$ cat config.mk
export PLATFORM = sky130hd
export DESIGN_NAME = vga_board_renderer_flat
export DESIGN_NICKNAME = d
export VERILOG_FILES = /design/src/rtl/vga_board_renderer_if.sv /design/src/rtl/vga_board_renderer.sv /design/src/flat_wrapper.sv
export SDC_FILE = /design/constraint.sdc
export NUM_CORES = 1
export LEC_CHECK = 0
export BUFFER_PORTS_ARGS = -buffer_cell sky130_fd_sc_hd__buf_2
export CELL_PAD_IN_SITES_DETAIL_PLACEMENT = 0
export CELL_PAD_IN_SITES_GLOBAL_PLACEMENT = 2
export CORE_MARGIN = 5
export CORE_UTILIZATION = 43
export CTS_BUF_LIST = sky130_fd_sc_hd__clkbuf_4
export DETAILED_ROUTE_END_ITERATION = 10
export GPL_TIMING_DRIVEN = 0
export PLACE_DENSITY_LB_ADDON = 0.1
export SYNTH_ARGS = -nofsm -noshare
export SYNTH_HDL_FRONTEND = slang
export SYNTH_SLANG_ARGS = --single-unit
$ cat constraint.sdc
create_clock -name clk_i -period 4.8 [get_ports clk_i]
set_input_delay 0.72 -clock clk_i [delete_from_list [all_inputs] [get_ports clk_i]]
set_output_delay 0.72 -clock clk_i [all_outputs]
set_load 0.01 [all_outputs]
$ cat src/rtl/vga_board_renderer_if.sv
`default_nettype none
// ============================================================================
// Module   : vga_board_renderer_if
// Purpose  : Ready/valid cell-write port from the game logic to the renderer.
// Revision : 1.0 - initial release
// ============================================================================
interface vga_board_renderer_if;
  logic       wr_valid;
  logic       wr_ready;
  logic [3:0] wr_cell;
  logic [1:0] wr_mark;

  modport master (
    output wr_valid,
    output wr_cell,
    output wr_mark,
    input  wr_ready
  );

  modport slave (
    input  wr_valid,
    input  wr_cell,
    input  wr_mark,
    output wr_ready
  );
endinterface
`default_nettype wire

$ cat src/rtl/vga_board_renderer.sv
`default_nettype none
// ============================================================================
// Module   : vga_board_renderer
// Purpose  : Per-pixel colour-select for a 3x3 tic-tac-toe board with marks and
//            cursor; board writes commit at frame start. Macro: CURSOR_BLINK_EN.
// Revision : 1.0 - initial release
// ============================================================================
module vga_board_renderer #(
  parameter int SELECT_SIZE  = 3,
  parameter int H_ACTIVE     = 640,
  parameter int V_ACTIVE     = 480,
  parameter int CELL_PX      = 120,
  parameter int X_OFF        = 140,
  parameter int Y_OFF        = 60,
  parameter int LINE_PX      = 4,
  parameter int BLINK_FRAMES = 30,
  parameter int MARK_INSET   = 20,
  parameter int X_HALF_W     = 3,
  parameter int O_THICK      = 6
) (
  input  wire logic                   clk_i,
  input  wire logic                   rst_i,
  input  wire logic                   inActiveArea_i,
  input  wire logic                   vsync_i,
  vga_board_renderer_if.slave         wr_if,
  input  wire logic [3:0]             cursor_i,
  output logic      [SELECT_SIZE-1:0] select_o,
  output logic                        inActiveArea_o
);

  localparam int XW = $clog2(H_ACTIVE + 1);
  localparam int YW = $clog2(V_ACTIVE + 1);
  localparam int UW = $clog2(CELL_PX);
  localparam int SW = UW + 1;

  localparam logic [XW-1:0] c_X_LAST  = XW'(H_ACTIVE - 1);
  localparam logic [YW-1:0] c_Y_LAST  = YW'(V_ACTIVE - 1);
  localparam logic [XW-1:0] c_X_BEG   = XW'(X_OFF);
  localparam logic [XW-1:0] c_X_END   = XW'(X_OFF + 3 * CELL_PX);
  localparam logic [YW-1:0] c_Y_BEG   = YW'(Y_OFF);
  localparam logic [YW-1:0] c_Y_END   = YW'(Y_OFF + 3 * CELL_PX);
  localparam logic [UW-1:0] c_U_LAST  = UW'(CELL_PX - 1);
  localparam logic [UW-1:0] c_LINE    = UW'(LINE_PX);
  localparam logic [UW-1:0] c_BAND_HI = UW'(CELL_PX - LINE_PX);
  localparam logic [UW-1:0] c_MK_LO   = UW'(MARK_INSET);
  localparam logic [UW-1:0] c_MK_HI   = UW'(CELL_PX - MARK_INSET - 1);
  localparam logic [UW-1:0] c_OIN_LO  = UW'(MARK_INSET + O_THICK);
  localparam logic [UW-1:0] c_OIN_HI  = UW'(CELL_PX - MARK_INSET - O_THICK - 1);
  localparam logic [SW-1:0] c_XH      = SW'(X_HALF_W);
  localparam logic [SW-1:0] c_ANTI_LO = SW'(CELL_PX - 1 - X_HALF_W);
  localparam logic [SW-1:0] c_ANTI_HI = SW'(CELL_PX - 1 + X_HALF_W);

  localparam logic [SELECT_SIZE-1:0] c_SEL_NONE   = SELECT_SIZE'(0);
  localparam logic [SELECT_SIZE-1:0] c_SEL_GRID   = SELECT_SIZE'(1);
  localparam logic [SELECT_SIZE-1:0] c_SEL_X      = SELECT_SIZE'(2);
  localparam logic [SELECT_SIZE-1:0] c_SEL_O      = SELECT_SIZE'(3);
  localparam logic [SELECT_SIZE-1:0] c_SEL_CURSOR = SELECT_SIZE'(4);

  logic          r_vsync_d;
  logic          w_frame_start;
  logic [XW-1:0] r_x;
  logic [YW-1:0] r_y;
  logic [UW-1:0] r_u;
  logic [UW-1:0] r_v;
  logic [1:0]    r_col;
  logic [1:0]    r_row;
  logic          w_in_x;
  logic          w_in_y;

  assign w_frame_start = r_vsync_d & ~vsync_i;
  assign w_in_x        = (r_x >= c_X_BEG) && (r_x < c_X_END);
  assign w_in_y        = (r_y >= c_Y_BEG) && (r_y < c_Y_END);

  // u/col and v/row are only meaningful inside the board span; they idle at 0
  // outside it so they start aligned on the first board pixel/line.
  always_ff @(posedge clk_i) begin
    if (rst_i) begin
      r_vsync_d <= 1'b0;
      r_x       <= '0;
      r_y       <= '0;
      r_u       <= '0;
      r_v       <= '0;
      r_col     <= 2'd0;
      r_row     <= 2'd0;
    end else begin
      r_vsync_d <= vsync_i;
      if (w_frame_start) begin
        r_x   <= '0;
        r_y   <= '0;
        r_u   <= '0;
        r_v   <= '0;
        r_col <= 2'd0;
        r_row <= 2'd0;
      end else if (inActiveArea_i) begin
        if (r_x == c_X_LAST) begin
          r_x   <= '0;
          r_u   <= '0;
          r_col <= 2'd0;
          r_y   <= (r_y == c_Y_LAST) ? '0 : r_y + YW'(1);
          if (!w_in_y) begin
            r_v   <= '0;
            r_row <= 2'd0;
          end else if (r_v == c_U_LAST) begin
            r_v   <= '0;
            r_row <= (r_row == 2'd2) ? 2'd0 : r_row + 2'd1;
          end else begin
            r_v <= r_v + UW'(1);
          end
        end else begin
          r_x <= r_x + XW'(1);
          if (!w_in_x) begin
            r_u   <= '0;
            r_col <= 2'd0;
          end else if (r_u == c_U_LAST) begin
            r_u   <= '0;
            r_col <= (r_col == 2'd2) ? 2'd0 : r_col + 2'd1;
          end else begin
            r_u <= r_u + UW'(1);
          end
        end
      end
    end
  end

  logic w_blink_on;

`ifdef CURSOR_BLINK_EN
  localparam int FW = (BLINK_FRAMES > 1) ? $clog2(BLINK_FRAMES) : 1;

  logic [FW-1:0] r_frame_cnt;
  logic          r_blink_on;

  always_ff @(posedge clk_i) begin
    if (rst_i) begin
      r_frame_cnt <= '0;
      r_blink_on  <= 1'b1;
    end else if (w_frame_start) begin
      if (r_frame_cnt == FW'(BLINK_FRAMES - 1)) begin
        r_frame_cnt <= '0;
        r_blink_on  <= ~r_blink_on;
      end else begin
        r_frame_cnt <= r_frame_cnt + FW'(1);
      end
    end
  end

  assign w_blink_on = r_blink_on;
`else
  assign w_blink_on = 1'b1;
`endif

  logic       r_pend;
  logic [3:0] r_pcell;
  logic [1:0] r_pmark;
  logic       w_accept;
  logic       w_commit;
  logic [1:0] r_board [9];

  assign wr_if.wr_ready = ~r_pend;
  assign w_accept       = wr_if.wr_valid & ~r_pend;
  assign w_commit       = w_frame_start & r_pend;

  // A write accepted on the frame-start cycle sees r_pend=0, so it is not
  // committed until the following frame start.
  always_ff @(posedge clk_i) begin
    if (rst_i) begin
      r_pend  <= 1'b0;
      r_pcell <= 4'd0;
      r_pmark <= 2'b00;
    end else if (w_commit) begin
      r_pend <= 1'b0;
    end else if (w_accept) begin
      r_pend  <= 1'b1;
      r_pcell <= wr_if.wr_cell;
      r_pmark <= wr_if.wr_mark;
    end
  end

  // Out-of-range cell indices match no entry and are dropped here.
  always_ff @(posedge clk_i) begin
    for (int i = 0; i < 9; i++) begin
      if (rst_i) begin
        r_board[i] <= 2'b00;
      end else if (w_commit && (r_pcell == 4'(i))) begin
        r_board[i] <= r_pmark;
      end
    end
  end

  logic [3:0]    w_cell_idx;
  logic [1:0]    w_mark;
  logic [SW-1:0] w_u_ext;
  logic [SW-1:0] w_v_ext;
  logic [SW-1:0] w_sum;
  logic          w_grid;
  logic          w_band;
  logic          w_cursor;
  logic          w_zone;
  logic          w_o_inner;
  logic          w_diag;
  logic          w_anti;
  logic          w_x_px;
  logic          w_o_px;
  logic [SELECT_SIZE-1:0] w_sel;

  assign w_cell_idx = {1'b0, r_row, 1'b0} + {2'b00, r_row} + {2'b00, r_col};

  always_comb begin
    w_mark = 2'b00;
    for (int i = 0; i < 9; i++) begin
      if (w_cell_idx == 4'(i)) begin
        w_mark = r_board[i];
      end
    end
  end

  assign w_u_ext   = {1'b0, r_u};
  assign w_v_ext   = {1'b0, r_v};
  assign w_sum     = w_u_ext + w_v_ext;
  assign w_grid    = ((r_u < c_LINE) && (r_col != 2'd0)) ||
                     ((r_v < c_LINE) && (r_row != 2'd0));
  assign w_band    = (r_u < c_LINE) || (r_u >= c_BAND_HI) ||
                     (r_v < c_LINE) || (r_v >= c_BAND_HI);
  assign w_cursor  = w_band && (cursor_i == w_cell_idx) && w_blink_on;
  assign w_zone    = (r_u >= c_MK_LO) && (r_u <= c_MK_HI) &&
                     (r_v >= c_MK_LO) && (r_v <= c_MK_HI);
  assign w_o_inner = (r_u >= c_OIN_LO) && (r_u <= c_OIN_HI) &&
                     (r_v >= c_OIN_LO) && (r_v <= c_OIN_HI);
  // |u-v| <= X_HALF_W written without subtraction to stay unsigned.
  assign w_diag    = (w_u_ext + c_XH >= w_v_ext) && (w_v_ext + c_XH >= w_u_ext);
  assign w_anti    = (w_sum >= c_ANTI_LO) && (w_sum <= c_ANTI_HI);
  assign w_x_px    = (w_mark == 2'b01) && w_zone && (w_diag || w_anti);
  assign w_o_px    = (w_mark == 2'b10) && w_zone && !w_o_inner;

  always_comb begin
    w_sel = c_SEL_NONE;
    if (inActiveArea_i && w_in_x && w_in_y) begin
      if (w_grid) begin
        w_sel = c_SEL_GRID;
      end else if (w_cursor) begin
        w_sel = c_SEL_CURSOR;
      end else if (w_x_px) begin
        w_sel = c_SEL_X;
      end else if (w_o_px) begin
        w_sel = c_SEL_O;
      end
    end
  end

  always_ff @(posedge clk_i) begin
    if (rst_i) begin
      select_o       <= c_SEL_NONE;
      inActiveArea_o <= 1'b0;
    end else begin
      select_o       <= w_sel;
      inActiveArea_o <= inActiveArea_i;
    end
  end

endmodule
`default_nettype wire

$ cat src/flat_wrapper.sv
// flat-port wrapper written by rule: the top's interface ports become plain ports
module vga_board_renderer_flat 
#(
  parameter int SELECT_SIZE  = 3,
  parameter int H_ACTIVE     = 640,
  parameter int V_ACTIVE     = 480,
  parameter int CELL_PX      = 120,
  parameter int X_OFF        = 140,
  parameter int Y_OFF        = 60,
  parameter int LINE_PX      = 4,
  parameter int BLINK_FRAMES = 30,
  parameter int MARK_INSET   = 20,
  parameter int X_HALF_W     = 3,
  parameter int O_THICK      = 6
)
  (clk_i, rst_i, inActiveArea_i, vsync_i, cursor_i, select_o, inActiveArea_o, wr_if_wr_valid, wr_if_wr_cell, wr_if_wr_mark, wr_if_wr_ready);
  vga_board_renderer_if wr_if_i ();
  input  wire logic clk_i;
  input  wire logic rst_i;
  input  wire logic inActiveArea_i;
  input  wire logic vsync_i;
  input  wire logic [3:0] cursor_i;
  output logic      [SELECT_SIZE-1:0] select_o;
  output logic inActiveArea_o;
  input wire logic [$bits(wr_if_i.wr_valid)-1:0] wr_if_wr_valid;
  input wire logic [$bits(wr_if_i.wr_cell)-1:0] wr_if_wr_cell;
  input wire logic [$bits(wr_if_i.wr_mark)-1:0] wr_if_wr_mark;
  output wire logic [$bits(wr_if_i.wr_ready)-1:0] wr_if_wr_ready;
  assign wr_if_i.wr_valid = wr_if_wr_valid;
  assign wr_if_i.wr_cell = wr_if_wr_cell;
  assign wr_if_i.wr_mark = wr_if_wr_mark;
  assign wr_if_wr_ready = wr_if_i.wr_ready;
  vga_board_renderer #(.SELECT_SIZE(SELECT_SIZE), .H_ACTIVE(H_ACTIVE), .V_ACTIVE(V_ACTIVE), .CELL_PX(CELL_PX), .X_OFF(X_OFF), .Y_OFF(Y_OFF), .LINE_PX(LINE_PX), .BLINK_FRAMES(BLINK_FRAMES), .MARK_INSET(MARK_INSET), .X_HALF_W(X_HALF_W), .O_THICK(O_THICK)) u_core (.clk_i(clk_i), .rst_i(rst_i), .inActiveArea_i(inActiveArea_i), .vsync_i(vsync_i), .wr_if(wr_if_i), .cursor_i(cursor_i), .select_o(select_o), .inActiveArea_o(inActiveArea_o));
endmodule
==> run_summary.xml <==
<?xml version="1.0" encoding="UTF-8"?>
<metrics>
  <group name="yosys">
    <metric name="synth_edf_count" unit="">18</metric>
    <metric name="ys_async_sr_fraction" unit="%">0</metric>
    <metric name="synthDominantAreaCellType" unit="">sky130_fd_sc_hd__dfxtp_1</metric>
    <metric name="ys_dominant_reg_cell" unit="">sky130_fd_sc_hd__dfxtp_1</metric>
    <metric name="synthesis.instances" unit="">483</metric>
    <metric name="synth.cell_area" unit="sq um">4240</metric>
    <metric name="synth_sequential_area_ratio" unit="%">35.9</metric>
    <metric name="syn-num-nets" unit="">534</metric>
    <metric name="yosys.cell_types.count" unit="">58</metric>
    <metric name="top_area_cell_type_share_of_the_netlist_area" unit="%">23.2</metric>
    <metric name="synth.top_cells.by_area" unit="">sky130_fd_sc_hd__dfxtp_1 23%, sky130_fd_sc_hd__edfxtp_1 13%, sky130_fd_sc_hd__ha_1 9.7%</metric>
    <metric name="ys_warn_count" unit="">0</metric>
    <metric name="postSynthAreaPerCell" unit="sq um">8.77</metric>
    <metric name="synth_seq_cells" unit="">67</metric>
  </group>
  <group name="die">
    <metric name="die_width" unit="um">109</metric>
    <metric name="design.portCount" unit="">20</metric>
    <metric name="die_area" unit="sq um">11900</metric>
    <metric name="die-height" unit="um">109</metric>
    <metric name="floorplan.initialDensity" unit="%">43.7</metric>
    <metric name="core_area" unit="sq um">9680</metric>
    <metric name="core.rowCount" unit="">36</metric>
  </group>
  <group name="finish">
    <metric name="area_growth_from_synthesis_to_layout" unit="%">9.01</metric>
    <metric name="antenna_cells_inserted" unit="">0</metric>
    <metric name="finalInstanceArea" unit="sq um">4620</metric>
    <metric name="final_net_count" unit="">564</metric>
    <metric name="final_core_utilization" unit="%">47.7</metric>
    <metric name="finalNonFillerCells" unit="">651</metric>
    <metric name="drive_gt1_share" unit="%">9.85</metric>
  </group>
  <group name="clock_network">
    <metric name="worst_skew_pair.late_latency" unit="ns">0.43</metric>
    <metric name="post_cts.repair.setup_buffers" unit="">0</metric>
    <metric name="cts_resized" unit="">0</metric>
    <metric name="clk_root_buffer_cell" unit="">sky130_fd_sc_hd__clkbuf_4</metric>
    <metric name="cts-buffers-inserted" unit="">9</metric>
    <metric name="cts_num_sinks" unit="">67</metric>
    <metric name="cts-htree-levels" unit="">3</metric>
    <metric name="clk_buf_depth" unit="">2</metric>
    <metric name="clk_pin_slew_worst_paths" unit="ns">0.12</metric>
    <metric name="tritoncts" unit="">built</metric>
    <metric name="hold_buffers" unit="">0</metric>
  </group>
  <group name="grt">
    <metric name="grt_start_max_net_pins" unit="">14</metric>
    <metric name="grt-busiest-layer" unit="">met2</metric>
    <metric name="grt.total_usage" unit="%">18.1</metric>
    <metric name="grt_remaining_overflow" unit="">0</metric>
    <metric name="met3_usage" unit="%">3.43</metric>
    <metric name="first_global_vias" unit="">3459</metric>
    <metric name="number_of_antenna_violations_at_the_first_check_in_global_routing" unit="">0</metric>
    <metric name="use_met1" unit="%">22.3</metric>
    <metric name="grt_pass1_wl" unit="um">16800</metric>
    <metric name="use_met2" unit="%">31.0</metric>
  </group>
  <group name="placed_design">
    <metric name="place.detailed.hpwl" unit="um">7760</metric>
    <metric name="port_buffers" unit="">19</metric>
    <metric name="placed_cells_incl_taps" unit="">635</metric>
    <metric name="dpl_cell_area" unit="sq um">4500</metric>
    <metric name="gp_congestion" unit="">0.857</metric>
  </group>
  <group name="sta">
    <metric name="finalHoldViolCount" unit="">0</metric>
    <metric name="timing.final.max_slew_violations" unit="">0</metric>
    <metric name="setup_violations" unit="">0</metric>
    <metric name="tns" unit="ns">0</metric>
    <metric name="achievable-frequency" unit="MHz">341</metric>
    <metric name="final.setup_skew" unit="ns">0.0261</metric>
    <metric name="min_hold_slack" unit="ns">0.492</metric>
    <metric name="worst_slew_margin_relative_to_its_limit" unit="%">58.3</metric>
    <metric name="share_of_the_cycle_needed_by_the_critical_path_after_routing" unit="%">61.1</metric>
    <metric name="setup_repair_after_global_routing_missed_its_margin" unit="">false</metric>
    <metric name="tightest_slew" unit="ns">0.619</metric>
    <metric name="period_minus_slack" unit="ns">2.94</metric>
  </group>
  <group name="setup_path">
    <metric name="critPathKind" unit="">reg2reg</metric>
    <metric name="critPathArrivalTime" unit="ns">3.26</metric>
    <metric name="crit_path_required_time" unit="ns">5.13</metric>
    <metric name="reg2regPathDepth" unit="">11</metric>
    <metric name="path_max_fanout" unit="">10</metric>
    <metric name="timing.critical_path.from_type" unit="">register</metric>
    <metric name="crit_path_end_kind" unit="">register</metric>
  </group>
  <group name="drt">
    <metric name="detail_route.wirelength" unit="um">9930</metric>
    <metric name="route.detailed.vias_per_inst" unit="">5.33</metric>
    <metric name="route.vias.total" unit="">3469</metric>
    <metric name="drt.antenna.violating_nets" unit="">0</metric>
    <metric name="drt-wirelength-per-cell" unit="um">15.3</metric>
    <metric name="drc" unit="">0</metric>
    <metric name="drt_first_iter_violations" unit="">112</metric>
    <metric name="dr.pass1.iters" unit="">4</metric>
  </group>
  <group name="flow_run">
    <metric name="max-cap-violations" unit="">0</metric>
  </group>
  <group name="run_status">
    <metric name="outcome" unit="">finished clean</metric>
  </group>
  <group name="hold_path">
    <metric name="worstHoldPathCells" unit="">2</metric>
    <metric name="holdCritPathClass" unit="">reg2reg</metric>
  </group>
  <group name="power_and_ir_drop">
    <metric name="vdd.ir_drop.worst" unit="mV">0.142</metric>
    <metric name="power.static_leakage" unit="uW">0.00166</metric>
    <metric name="power_density" unit="nW/um^2">217</metric>
  </group>
</metrics>
==> metal layers <==
metal,vias up,part of all wire [%]
met5,-,0
met4,0,2.7
met3,20,3.4
met2,60,48
met1,1616,46
li1,1773,-
==> power breakdown <==
part	switching [uW]	leakage, uW	internal (uW)
Clock	228	0.0000562	108
Combinational	40.1	0.00102	26.6
Sequential	7.39	0.000583	590
==> worst max-delay path: stages, from the launching register on <==
cell and delay [ns]:
sky130_fd_sc_hd__dfxtp_1 0.40, sky130_fd_sc_hd__inv_1 0.10, sky130_fd_sc_hd__fa_1 0.46, sky130_fd_sc_hd__inv_1 0.07, sky130_fd_sc_hd__ha_1 0.14, sky130_fd_sc_hd__inv_1 0.05, sky130_fd_sc_hd__fa_1 0.47, sky130_fd_sc_hd__buf_2 0.20
sky130_fd_sc_hd__nor4b_1 0.34, sky130_fd_sc_hd__a21oi_1 0.12, sky130_fd_sc_hd__o2bb2ai_1 0.17, sky130_fd_sc_hd__o41ai_2 0.34
==> registers in the layout, summed over array words and instances, names as in the netlist <==
register,cells
u_core.r_pcell,4
u_core.r_board,18
u_core.r_y,9
u_core.r_v,7
u_core.r_row,2
u_core.r_u,7
u_core.select_o,3
u_core.r_col,2
u_core.inActiveArea_o,1
u_core.r_pmark,2
u_core.r_x,10
u_core.r_vsync_d,1
u_core.r_pend,1
==> per-stage QoR <==
| stage | setup WS, ns | total power [uW] |
|---|---|---|
| after detailed placement | 1.85 | 678 |
| after CTS | 1.81 | 1020 |
| final | 1.86 | 1000 |
| after global placement | 1.87 | 677 |
| after floorplan | 2.12 | 654 |
| after global routing | 1.68 | 1060 |
==> final timing paths <==
path                                      from                             to  slack, ns
setup reg to reg  u_core.r_row[0]$_SDFFE_PP0P_  u_core.select_o[1]$_SDFF_PP0_       1.86
hold / removal      u_core.r_y[1]$_SDFFE_PP0P_     u_core.r_y[1]$_SDFFE_PP0P_       0.49
hold reg to reg     u_core.r_y[1]$_SDFFE_PP0P_     u_core.r_y[1]$_SDFFE_PP0P_       0.49
setup / recovery  u_core.r_row[0]$_SDFFE_PP0P_  u_core.select_o[1]$_SDFF_PP0_       1.86
==> area by class of cell <==
cell class,instances,area [sq um]
flip-flops and latches,67,1520
clock inverters,7,52.6
plain buffers,19,83.8
well taps,133,166
multi-input cells,370,2530
inverters,27,101
fillers,1012,5070
clock buffers,9,67.6
repair buffers,19,95.1
==> cells in the mapped netlist, types with 12 or more instances <==
cell	count
sky130_fd_sc_hd__nor2_1	75
sky130_fd_sc_hd__dfxtp_1	49
sky130_fd_sc_hd__ha_1	33
sky130_fd_sc_hd__nand2_1	33
sky130_fd_sc_hd__xnor2_1	27
sky130_fd_sc_hd__inv_1	26
sky130_fd_sc_hd__edfxtp_1	18
sky130_fd_sc_hd__o21ai_0	18
sky130_fd_sc_hd__a21oi_1	16
sky130_fd_sc_hd__nand3_1	15
sky130_fd_sc_hd__xor2_1	14
sky130_fd_sc_hd__mux2i_1	12
sky130_fd_sc_hd__nand4_1	12
==> layout by cell type, fill, tap and decap left out, types with 3 or more instances in the layout <==
master	count
sky130_fd_sc_hd__o21ai_0	18
sky130_fd_sc_hd__clkbuf_1	10
sky130_fd_sc_hd__nor2b_1	5
sky130_fd_sc_hd__a32oi_1	3
sky130_fd_sc_hd__a21oi_1	16
sky130_fd_sc_hd__clkinvlp_4	3
sky130_fd_sc_hd__fa_1	3
sky130_fd_sc_hd__ha_1	33
sky130_fd_sc_hd__nand4_1	12
sky130_fd_sc_hd__o211ai_1	6
sky130_fd_sc_hd__nor3_1	10
sky130_fd_sc_hd__nand3_1	15
sky130_fd_sc_hd__a211oi_1	10
sky130_fd_sc_hd__mux2i_1	12
sky130_fd_sc_hd__nand4b_1	5
sky130_fd_sc_hd__nor4_1	6
sky130_fd_sc_hd__and3_1	4
sky130_fd_sc_hd__nand2_1	33
sky130_fd_sc_hd__nor2_1	75
sky130_fd_sc_hd__inv_1	26
sky130_fd_sc_hd__a22o_1	3
sky130_fd_sc_hd__clkbuf_4	9
sky130_fd_sc_hd__buf_2	26
sky130_fd_sc_hd__nand3b_1	4
sky130_fd_sc_hd__dfxtp_1	49
sky130_fd_sc_hd__xnor2_1	27
sky130_fd_sc_hd__edfxtp_1	18
sky130_fd_sc_hd__xor2_1	14
sky130_fd_sc_hd__o21bai_1	11
sky130_fd_sc_hd__nand2b_1	8
==> cells by family (layout without fill, tap and decap cells) <==
| kind of cell | count (synthesis) | in the layout | synth area share (%) |
|---|---|---|---|
| mux | 14 | 14 | 3.37 |
| buf+inv | 46 | 81 | 4.37 |
| fa+ha+maj | 36 | 36 | 11.2 |
| xor+xnor | 41 | 41 | 8.48 |
| simple gates | 190 | 190 | 22.1 |
| flops | 67 | 67 | 35.9 |
| compound gates | 89 | 89 | 14.6 |
Power figures use the tool's default switching activity.
